$ cat config.mk
export PLATFORM = sky130hd
export DESIGN_NAME = cam_window_capture
export DESIGN_NICKNAME = d
export VERILOG_FILES = /design/src/rtl/cam_window_capture.sv
export SDC_FILE = /design/constraint.sdc
export NUM_CORES = 1
export LEC_CHECK = 0
export ABC_CLOCK_PERIOD_IN_PS = 6600
export CORE_AREA = 2 2 110 112
export CTS_BUF_LIST = sky130_fd_sc_hd__clkbuf_8
export DETAILED_ROUTE_END_ITERATION = 8
export DIE_AREA = 0 0 112 114
export HOLD_SLACK_MARGIN = 0.06
export PLACE_DENSITY_LB_ADDON = 0.25
export SLEW_MARGIN = 20
export SYNTH_ARGS = -nofsm -noshare
export SYNTH_HDL_FRONTEND = slang
export SYNTH_SLANG_ARGS = --single-unit
$ cat constraint.sdc
create_clock -name clk -period 6.6 [get_ports clk]
set_input_delay 0.99 -clock clk [delete_from_list [all_inputs] [get_ports clk]]
set_output_delay 0.99 -clock clk [all_outputs]
set_load 0.01 [all_outputs]
$ cat src/rtl/cam_window_capture.sv
// Camera capture front end: tracks raster position, crops/decimates a window and
// writes RGB565 or grayscale pixels to a frame buffer, with frame sync and freeze.
module cam_window_capture #(
  parameter int SRC_W     = 640,
  parameter int SRC_H     = 480,
  parameter int WIN_W     = 256,
  parameter int WIN_H     = 256,
  parameter int X_OFF     = 0,
  parameter int Y_OFF     = 0,
  parameter int DECIM     = 1,
  parameter int BYTE_SWAP = 0,
  parameter int ADDR_W    = 16
) (
  input  logic              clk,
  input  logic              rst,
  input  logic              p_valid,
  input  logic [15:0]       p_data,
  input  logic              f_done,
  input  logic              gray_en,
  input  logic              freeze,
  output logic              w_en,
  output logic [ADDR_W-1:0] w_addr,
  output logic [15:0]       w_data,
  output logic              frame_ready,
  output logic              frame_ok,
  output logic              frozen,
  output logic              err_overflow
);

  localparam int HW = (SRC_W > 1) ? $clog2(SRC_W) : 1;
  localparam int VW = (SRC_H > 1) ? $clog2(SRC_H) : 1;
  localparam logic [31:0] X_LO  = 32'(X_OFF);
  localparam logic [31:0] X_HI  = 32'(X_OFF + WIN_W * DECIM);
  localparam logic [31:0] Y_LO  = 32'(Y_OFF);
  localparam logic [31:0] Y_HI  = 32'(Y_OFF + WIN_H * DECIM);
  localparam logic [31:0] DMASK = 32'(DECIM - 1);

  typedef enum logic [1:0] {
    SYNC    = 2'd0,
    CAPTURE = 2'd1,
    FROZEN  = 2'd2
  } state_t;

  state_t state, state_nxt;

  logic [HW-1:0]     h;
  logic [VW-1:0]     v;
  logic [ADDR_W-1:0] col;
  logic [ADDR_W-1:0] row_base;
  logic              last_seen;
  logic              ovf_frame;
  logic              gray_q;

  // p_valid and f_done are single-cycle strobes with no backpressure: every
  // strobe seen on a rising edge is consumed in that same cycle.
  logic [31:0] h32, v32;
  logic        col_hit, row_hit, at_h_end, at_v_end;
  logic        active, accept, ovf_pix, hit, frame_end, seen_now, ovf_now;

  assign h32      = 32'(h);
  assign v32      = 32'(v);
  assign col_hit  = (h32 >= X_LO) && (h32 < X_HI) && (((h32 - X_LO) & DMASK) == 32'd0);
  assign row_hit  = (v32 >= Y_LO) && (v32 < Y_HI) && (((v32 - Y_LO) & DMASK) == 32'd0);
  assign at_h_end = (h == HW'(SRC_W - 1));
  assign at_v_end = (v == VW'(SRC_H - 1));
  assign active   = (state != SYNC);
  assign accept   = p_valid && active && !last_seen;
  assign ovf_pix  = p_valid && active && last_seen;
  assign hit      = accept && (state == CAPTURE) && col_hit && row_hit;
  assign frame_end = f_done && (state == CAPTURE);
  // A pixel arriving with f_done still belongs to the frame that is closing.
  assign seen_now = last_seen || (accept && at_h_end && at_v_end);
  assign ovf_now  = ovf_frame || ovf_pix;

  logic [15:0] pix;
  logic [15:0] y_sum;
  logic [7:0]  y;
  logic [15:0] gray_data;

  assign pix = (BYTE_SWAP != 0) ? {p_data[7:0], p_data[15:8]} : p_data;
  assign y_sum = 16'd77  * {8'd0, pix[15:11], 3'b000}
               + 16'd150 * {8'd0, pix[10:5],  2'b00}
               + 16'd29  * {8'd0, pix[4:0],   3'b000};
  assign y = 8'(y_sum >> 8);
  assign gray_data = {y[7:3], y[7:2], y[7:3]};

  always_comb begin
    state_nxt = state;
    case (state)
      SYNC:    if (f_done)            state_nxt = CAPTURE;
      CAPTURE: if (f_done && freeze)  state_nxt = FROZEN;
      FROZEN:  if (f_done && !freeze) state_nxt = CAPTURE;
      default:                        state_nxt = SYNC;
    endcase
  end

  always_ff @(posedge clk) begin
    if (rst) state <= SYNC;
    else     state <= state_nxt;
  end

  // Address = row_base + col; row_base steps by WIN_W after each stored line.
  always_ff @(posedge clk) begin
    if (rst || f_done) begin
      h         <= '0;
      v         <= '0;
      col       <= '0;
      row_base  <= '0;
      last_seen <= 1'b0;
      ovf_frame <= 1'b0;
    end else if (accept) begin
      if (at_h_end) begin
        if (at_v_end) begin
          last_seen <= 1'b1;
        end else begin
          h   <= '0;
          v   <= v + VW'(1);
          col <= '0;
          if (row_hit) row_base <= row_base + ADDR_W'(WIN_W);
        end
      end else begin
        h <= h + HW'(1);
        if (col_hit) col <= col + ADDR_W'(1);
      end
    end else if (ovf_pix) begin
      ovf_frame <= 1'b1;
    end
  end

  always_ff @(posedge clk) begin
    if (rst) begin
      w_en   <= 1'b0;
      w_addr <= '0;
      w_data <= '0;
    end else begin
      w_en <= hit;
      if (hit) begin
        w_addr <= row_base + col;
        w_data <= gray_q ? gray_data : pix;
      end
    end
  end

  always_ff @(posedge clk) begin
    if (rst) begin
      frame_ready  <= 1'b0;
      frame_ok     <= 1'b0;
      frozen       <= 1'b0;
      err_overflow <= 1'b0;
      gray_q       <= 1'b0;
    end else begin
      frame_ready  <= frame_end;
      frame_ok     <= frame_end && seen_now && !ovf_now;
      frozen       <= (state_nxt == FROZEN);
      err_overflow <= err_overflow || ovf_pix;
      if (f_done) gray_q <= gray_en;
    end
  end

endmodule
==> results of run 1 <==
[metrics by stage]
step,instances,util,total power [mW]
after floorplan,706,-,1.25
after global placement,892,0.586,1.43
after detailed placement,892,0.586,1.47
after CTS,908,0.606,1.89
after global routing,908,0.606,2.05
final,908,0.606,1.90
[sequential cells by signal, summed over array words and instances (netlist names)]
| register | cells |
|---|---|
| row_base | 8 |
| frame_ok | 1 |
| frame_ready | 1 |
| col | 16 |
| gray_q | 1 |
| w_addr | 16 |
| h | 10 |
| last_seen | 1 |
| w_data | 16 |
| v | 9 |
| err_overflow | 1 |
| ovf_frame | 1 |
| w_en | 1 |
| frozen | 1 |
| state | 2 |
[worst reg2reg max path, cell delays in order, from the launching register on]
cell     delay, ns
dfxtp_1       0.48
or4b_4        0.55
nor3_1        0.75
a31oi_1       0.30
nor3b_1       0.22
[kinds of logic after synthesis]
family                     after synthesis  synth area share
xor gates and xnor gates                60            0.0848
adders and majority gates              112             0.253
DFF                                     85             0.275
muxes                                    6           0.00990
and+or+nand+nor                        253             0.213
AOI/OAI and AO/OA                      111             0.111
buffers and inverters                   79            0.0531
[cell type report]
class | count | area [um^2] | area share
tap | 147 | 184 | 0.0259
multi-input combinational | 542 | 4160 | 0.587
clock inverter | 6 | 92.6 | 0.0130
timing repair buffer | 61 | 603 | 0.0850
inverter | 57 | 214 | 0.0301
clock buffer | 10 | 138 | 0.0194
sequential | 85 | 1700 | 0.240
[cells in the mapped netlist (2+ instances only)]
cell      number  area (um^2)
buf_6          2         22.5
buf_4          3         22.5
o21ai_1        2         10.0
and2_1         2         12.5
or2_2          2         12.5
o21a_1         4         30.0
xor2_1        37          324
nand3b_1       4         30.0
a211oi_1      14          105
nor3b_1        6         45.0
ha_1          90         1130
nand4_1       14         87.6
dfxtp_1       85         1700
o21ai_0       21          105
nor4_1         2         12.5
nor2b_1        5         31.3
a31oi_1        3         18.8
nand3_1       25          125
clkbuf_1      10         37.5
o211ai_1       4         30.0
nor2_1        73          274
inv_1         57          214
xnor2_1       23          201
or3_1          5         31.3
a21oi_1       42          210
nor3_1        17         85.1
mux2i_1        5         50.1
a21o_1         6         45.0
buf_2          5         25.0
nand2b_1      12         75.1
nand2_1       50          188
and4_1         5         43.8
fa_1          22          440
buf_1          2         7.51
and3_1        16          100
[cell usage in the layout (no fill, tap or decap), drive strengths merged, types with 3 or more instances in the layout]
cell / instances
a211oi: 14
nor3: 19
fa: 22
clkdlybuf4s50: 58
nor4: 3
or3: 6
nor2: 74
nor3b: 6
nand4: 15
o211ai: 4
or2: 3
o21ai: 23
ha: 90
a21oi: 42
a31oi: 3
xnor2: 23
a21o: 6
buf: 3
nand3: 25
nand3b: 4
nand2b: 12
nand2: 51
mux2i: 5
o21a: 4
nor2b: 5
xor2: 37
and3: 16
clkbuf: 10
and4: 5
dfxtp: 85
inv: 59
[layer usage]
metal | vias up | track usage | share of wire
met5 | - | 0 | 0
met2 | 112 | 0.396 | 0.48
met3 | 21 | 0.0409 | 0.045
li1 | 2548 | - | -
met4 | 0 | 0.0569 | 0.015
met1 | 2422 | 0.297 | 0.46
[worst paths after layout]
| path | from | end | cells after the start |
|---|---|---|---|
| max | p_data[10] | w_data[10] | 19 |
| min | ovf_frame | frame_ok | 1 |
| max reg2reg | state[0] | w_data[7] | 4 |
| min reg2reg | ovf_frame | frame_ok | 1 |
[power by group]
group          internal (mW)  leakage [nW]  total [mW]  switching, mW
sequential             0.519         0.686       0.527        0.00778
combinational          0.404          2.17       0.953          0.550
clock                  0.226         0.110       0.422          0.195
total                   1.15          2.97        1.90          0.753
==> results.cfg, run 1 <==
[status]
status = complete, no violations

[setup_path]
end_kind = register
cpPeakStageDelay_ns = 0.64
crit_path_top_delay_cell = clkdlybuf4s50_1
criticalPathCategory = in -> reg
rrSetupSlack_ns = 4.20
startpoint_type = input port
cp_common_cell = ha_1
worst-path-max-fanout = 8
crit_arrival_ns = 6.32
cp_top_family = adder cells
critPathRequiredTime_ns = 6.88
cp_cell_sequence = clkdlybuf4s50_1 > ha_1 > fa_1 > ha_1 > ha_1 > nor2b_1 > o21ai_0 > a21oi_1 > o21ai_0 > nand2b_1 > xnor2_1 > fa_1 > inv_1 > ha_1 > a21o_1 > o311ai_0 > nand3b_1 > mux2_2 > nor3_1
critPathBufInv = 2

[clock_tree]
clk_pin_slew_ns = 0.08
cts_tree = built
clock_sinks = 85
cts-resized-gates = 0
cts.path.max_buffers = 2
h-tree-depth = 3
ctsHoldBuffers = 0
cts_made_buffers = 9
post_cts_buffers = 0
root_buffer = clkbuf_8
clk-insertion-delay-late_ns = 0.36

[floorplan]
start_util = 0.529
fp.coreArea_mm2 = 0.0117
die_area_mm2 = 0.0128
die_h_um = 114
io_pins = 59
die_w_um = 112
rows = 40

[final_layout]
syn2layout_area_growth_pct = 14.6
finish.instance_area_mm2 = 0.00710
nNetsFinal = 890
fillers = 1052
n_antenna_cell = 0
drive_gt1_frac = 0.0434

[power]
leakagePower_nw = 2.97
p_per_area_mw_per_mm2 = 268
peakVddDrop_mv = 0.176

[synth]
synth_cell_types = 66
ys_seq_area_frac = 0.275
syn_nets = 840
synth_async_sr_flop_share = 0
synth_cells = 706
synth_edf_count = 0
synth_seq_cells = 85
yosysWarnings = 0
synth_area_mm2 = 0.00619
postSynthAreaPerCell_um2 = 8.77
ys_dominant_reg_cell = dfxtp_1

[placement]
place_congestion = 0.950
io_buffer_count = 58
place_area_mm2 = 0.00687
dpl.hpwl_um = 11000
pre_cts_ws_ns = 0.220

[sta]
relSlewSlack = 0.356
setup_viol = 0
hold_viol_final = 0
finClkSkew_ns = 0.0123
worst_pin_slew_ns = 0.959
slew_violations = 0
holdWs_ns = 0.434
fin_ws_ns = 0.561
rsz0062_at_grt = no
max_freq_ghz = 0.166
fin_crit_ns = 6.04
fin_setup_tns_ns = 0
fin_crit_sh = 0.915

[global_routing]
grt_use_total = 0.228
antenna_found_initial = 0
grt_pass1_wl_um = 23800
grt_pass1_vias = 5056
grt_max_degree = 40
gr-total-overflow = 0

[routing]
drt_iter0_drc = 243
ant_nets = 0
routed_wl_um = 13900
avgViaCountPerCell = 5.62
num_vias = 5103
route.detailed.wl_per_inst_um = 15.4
dr.pass1.iters = 5
drc = 0

[hold_path]
hold_path_class = reg -> reg

[flow_run]
max_cap_violations = 0
(Power assumes the default switching activity.)
==> run 2: changes to the inputs <==
==> constraint.sdc (replaced) <==
create_clock -name clk -period 6.6 [get_ports clk]
set_input_delay 1.98 -clock clk [delete_from_list [all_inputs] [get_ports clk]]
set_output_delay 1.98 -clock clk [all_outputs]
set_load 0.01 [all_outputs]
==> results.cfg, run 2 (synthesized netlist as in run 1, its figures left out) <==
[placement]
dpl.hpwl_um = 11300
pre_cts_ws_ns = -0.551
place_congestion = 0.933
place_area_mm2 = 0.00728
io_buffer_count = 58
placedCellCount = 947

[setup_path]
criticalPathCategory = in -> reg
startpoint_type = input port
cp-startpoint = p_data[7]
critPathRequiredTime_ns = 6.83
worst-path-max-fanout = 5
crit_arrival_ns = 6.65
r2r_start = h[0]
end_kind = register
worstRegToRegCells = 7

[floorplan]
rows = 40
die_w_um = 112
die_h_um = 114
start_util = 0.529
fp.coreArea_mm2 = 0.0117
io_pins = 59
die_area_mm2 = 0.0128

[final_layout]
fillers = 975
finalNonFillerCells = 963
drive_gt1_frac = 0.137
mostFrequentLayoutCells = 85 x ha_1, 85 x dfxtp_1, 72 x nor2_1
multi_input_area_mm2 = 0.00431
finish.instance_area_mm2 = 0.00765
nNetsFinal = 945
top_regs = col x16, w_addr x16, w_data x16
syn2layout_area_growth_pct = 23.5
n_antenna_cell = 0
seqCellArea_mm2 = 0.00170

[power]
clockPowerShare = 0.172
peakVddDrop_mv = 0.208
power_frac_comb = 0.579
p_per_area_mw_per_mm2 = 277
leakagePower_nw = 3.32
p_int_mw = 1.29
p_sw_mw = 0.828
power_mw = 2.12
switching_share = 0.391
power_frac_seq = 0.249

[clock_tree]
cts.path.max_buffers = 2
clk_pin_slew_ns = 0.08
cts_made_buffers = 9
post_cts_buffers = 0
h-tree-depth = 3
root_buffer = clkbuf_8
clk-insertion-delay-late_ns = 0.35
cts_tree = built
ctsHoldBuffers = 0
clock_sinks = 85

[global_routing]
grt_max_degree = 40
grt_use_total = 0.234
gr-total-overflow = 0
grt_pass1_vias = 5492
grt_pass1_wl_um = 24800
antenna_found_initial = 0

[sta]
relSlewSlack = 0.305
fin_crit_ns = 6.42
fin_ws_ns = 0.182
finClkSkew_ns = 0.00982
worst_pin_slew_ns = 1.04
slew_violations = 0
max_freq_ghz = 0.156
fin_setup_tns_ns = 0
hold_viol_final = 0
fin_crit_sh = 0.972
setup_viol = 0

[routing]
avgViaCountPerCell = 5.58
dr.pass1.iters = 5
drt_iter0_drc = 265
route.detailed.wl_per_inst_um = 14.9
drc = 0
ant_nets = 0
routed_wl_um = 14400
num_vias = 5376

[status]
status = complete, no violations

[hold_path]
hold_path_depth = 1
hold_path_class = reg -> reg
hold_path.startpoint = ovf_frame

[flow_run]
max_cap_violations = 0
run 2: changes by cell type in the layout (fill, tap and decap cells not counted), sizes merged, moves of 4 or more:
cell / previous run / this run
buf: 3 / 58
clkdlybuf4s50: 58 / 50
clkinv: 0 / 4
dlymetal6s2s: 0 / 8
run 2: per-stage QoR:
step                 util  hold WS (ns)
floorplan               -         0.406
global placement    0.622         0.420
detailed placement  0.622         0.444
CTS                 0.641         0.457
global route        0.653         0.474
finish              0.653         0.448
run 2: path summary, 6_finish.rpt:
| path | to | slack (ns) |
|---|---|---|
| max reg2reg | col[15] | 4.12 |
| min reg2reg | frame_ok | 0.45 |
| min | frame_ok | 0.45 |
| max | w_data[9] | 0.18 |
run 2: area by class of cell:
class	instances	area share
clock buffer	9	0.0162
timing repair buffer	116	0.136
multi-input combinational	542	0.564
clock inverter	7	0.00965
sequential	85	0.222
tap	147	0.0240
inverter	57	0.0280
run 2: layer usage:
metal / vias to the layer above / track usage / routed length (um)
met5: - / 0 / 0
met4: 0 / 0.0650 / 317
met3: 29 / 0.0457 / 683
met2: 112 / 0.407 / 6870
met1: 2585 / 0.299 / 6500
li1: 2650 / - / -
run 2: worst max-delay path, cell delays in order:
cell,delay [ns]
clkdlybuf4s50_1,0.50
ha_1,0.24
ha_1,0.19
fa_1,0.52
inv_1,0.08
fa_2,0.39
nor2b_1,0.15
o21ai_2,0.07
a21oi_1,0.18
o21ai_1,0.12
nand2b_1,0.12
xnor2_2,0.08
fa_1,0.51
inv_2,0.05
ha_4,0.25
a21o_1,0.20
buf_4,0.14
o31a_1,0.30
o211ai_1,0.23
a31oi_2,0.14
nor3b_2,0.21
run 2: power groups by stage:
| stage | clock network (mW) | logic, mW | registers (mW) |
|---|---|---|---|
| 2_1_floorplan | 0 | 0.711 | 0.537 |
| 3_5_place_dp | 0 | 1.10 | 0.539 |
| 6_report | 0.364 | 1.23 | 0.527 |
| 3_3_place_gp | 0 | 1.06 | 0.539 |
| 4_1_cts | 0.374 | 1.13 | 0.527 |
| 5_1_grt | 0.393 | 1.37 | 0.528 |
run 2: what timing repair did:
item                       CTS  global route
setup endpoints to repair    6            15
gates resized for setup      6            33
pin swaps                    5            15
==> RTL change: new RTL, settings of run 1 <==
Set the parameter `SRC_H` to 1920 (it was 480).
--- a/src/rtl/cam_window_capture.sv
+++ b/src/rtl/cam_window_capture.sv
@@ -2,7 +2,7 @@
 // writes RGB565 or grayscale pixels to a frame buffer, with frame sync and freeze.
 module cam_window_capture #(
   parameter int SRC_W     = 640,
-  parameter int SRC_H     = 480,
+  parameter int SRC_H     = 1920,
   parameter int WIN_W     = 256,
   parameter int WIN_H     = 256,
   parameter int X_OFF     = 0,
Function: no difference found for any inputs over 10 cycles, from zero or initial values and one cycle with rst high; that may be too few to reach the edited logic, so the function may still have changed.
==> RTL change against run 1 <==
Area after synthesis about the same. Worst hold slack better by 0.024 ns. Highest routed layer unchanged. Final area down 0.19%. Sequential cell count up 2. Critical endpoint unchanged. Non-clock buffer count down 1. Power down 5.9%. Utilization down 0.12 points. First-iteration DRC count down 29%. Worst setup slack better by 0.33 ns. Critical path type unchanged. Routed wire length down 4.3%.
==> RTL change: results (changes against run 1) <==
pre-CTS WS=0.542 ns (was 0.220 ns); layout cells sized above 1=0.0352 (was 0.0434); crit-path max FO=6 (was 8); Worst Max-Slew Pin Slew=0.811 ns (was 0.959 ns); largest net degree at the start of global routing=43 (was 40); arrival time at the worst endpoint=5.98 ns (was 6.32 ns); outcome=finished, final reports clean (unchanged); Sw Ratio=0.385 (was 0.396); Crit. Startpoint=p_data[2] (was p_data[10]); register area share after synthesis=0.281 (was 0.275); P_sw=689 uW (was 753 uW); Clock Power Share=0.202 (was 0.222); DRT Pass-1 Iters=4 (was 5); P_leak=3.00 nW (was 2.97 nW); via count=5,037 (was 5,103); vias in the first global route=5,116 (was 5,056); Post-Place Cell Area=6890 um2 (was 6870 um2); ranking of synthesized cells by area=dfxtp_1 28%, ha_1 18%, fa_1 7.1%, xor2_1 4.8%, nor2_1 4.5% (was dfxtp_1 27%, ha_1 18%, fa_1 7.1%, xor2_1 5.2%, nor2_1 4.4%); via density per instance=5.50 (was 5.62); r2r startpoint=v[0] (was state[0]); global-route wire length before repair=23,300 um (was 23,800 um); post-DP HPWL=10,600 um (was 11,000 um); GPL Wtd Cong=0.906 (was 0.950); top cells by count, synth=90 x ha_1, 87 x dfxtp_1, 75 x nor2_1 (was 90 x ha_1, 85 x dfxtp_1, 73 x nor2_1); WL/cell=14.6 um (was 15.4 um)
[RTL change: area by class of cell]
type / count / area (um2) / area share
Multi-Input combinational cell: 548 / 4160 / 0.587
Sequential cell: 87 / 1740 / 0.246
Timing Repair Buffer: 60 / 596 / 0.0841
Inverter: 57 / 214 / 0.0302
Tap cell: 147 / 184 / 0.0260
Clock buffer: 10 / 138 / 0.0194
Clock inverter: 6 / 52.6 / 0.00742
[RTL change: cells by family (layout without fill, tap and decap cells)]
logic type,after synthesis,after routing,synth area share
adders and majority gates,112,112,0.253
xor gates and xnor gates,59,59,0.0858
and+or+nand+nor,254,254,0.200
DFF,87,87,0.281
muxes,4,4,0.00646
buffers and inverters,79,133,0.0488
AOI/OAI and AO/OA,119,119,0.125
[RTL change: critical path: stages]
cell             delay (ns)
clkdlybuf4s50_1        0.64
ha_1                   0.29
ha_1                   0.29
fa_1                   0.54
inv_1                  0.07
fa_1                   0.45
nor2b_1                0.12
o21ai_0                0.11
a21oi_1                0.20
o21a_1                 0.13
nor2_1                 0.05
xnor2_1                0.15
fa_1                   0.50
inv_1                  0.05
ha_1                   0.31
o21a_1                 0.12
nor2_1                 0.05
o21a_1                 0.19
a31oi_1                0.18
xor3_1                 0.29
a211oi_1               0.26
[RTL change: routing by layer]
layer,up-vias,GRT usage,part of all wire
li1,2549,-,-
met1,2390,0.261,0.43
met2,73,0.409,0.51
met3,25,0.0478,0.033
met4,0,0.0797,0.027
met5,-,0,0
[RTL change: path summary, 6_finish.rpt]
kind,endpoint,slack (ns),cells past startpoint
max reg2reg,col[15],4.05,6
min reg2reg,w_addr[11],0.46,2
max,w_data[10],0.90,21
min,w_addr[11],0.46,2
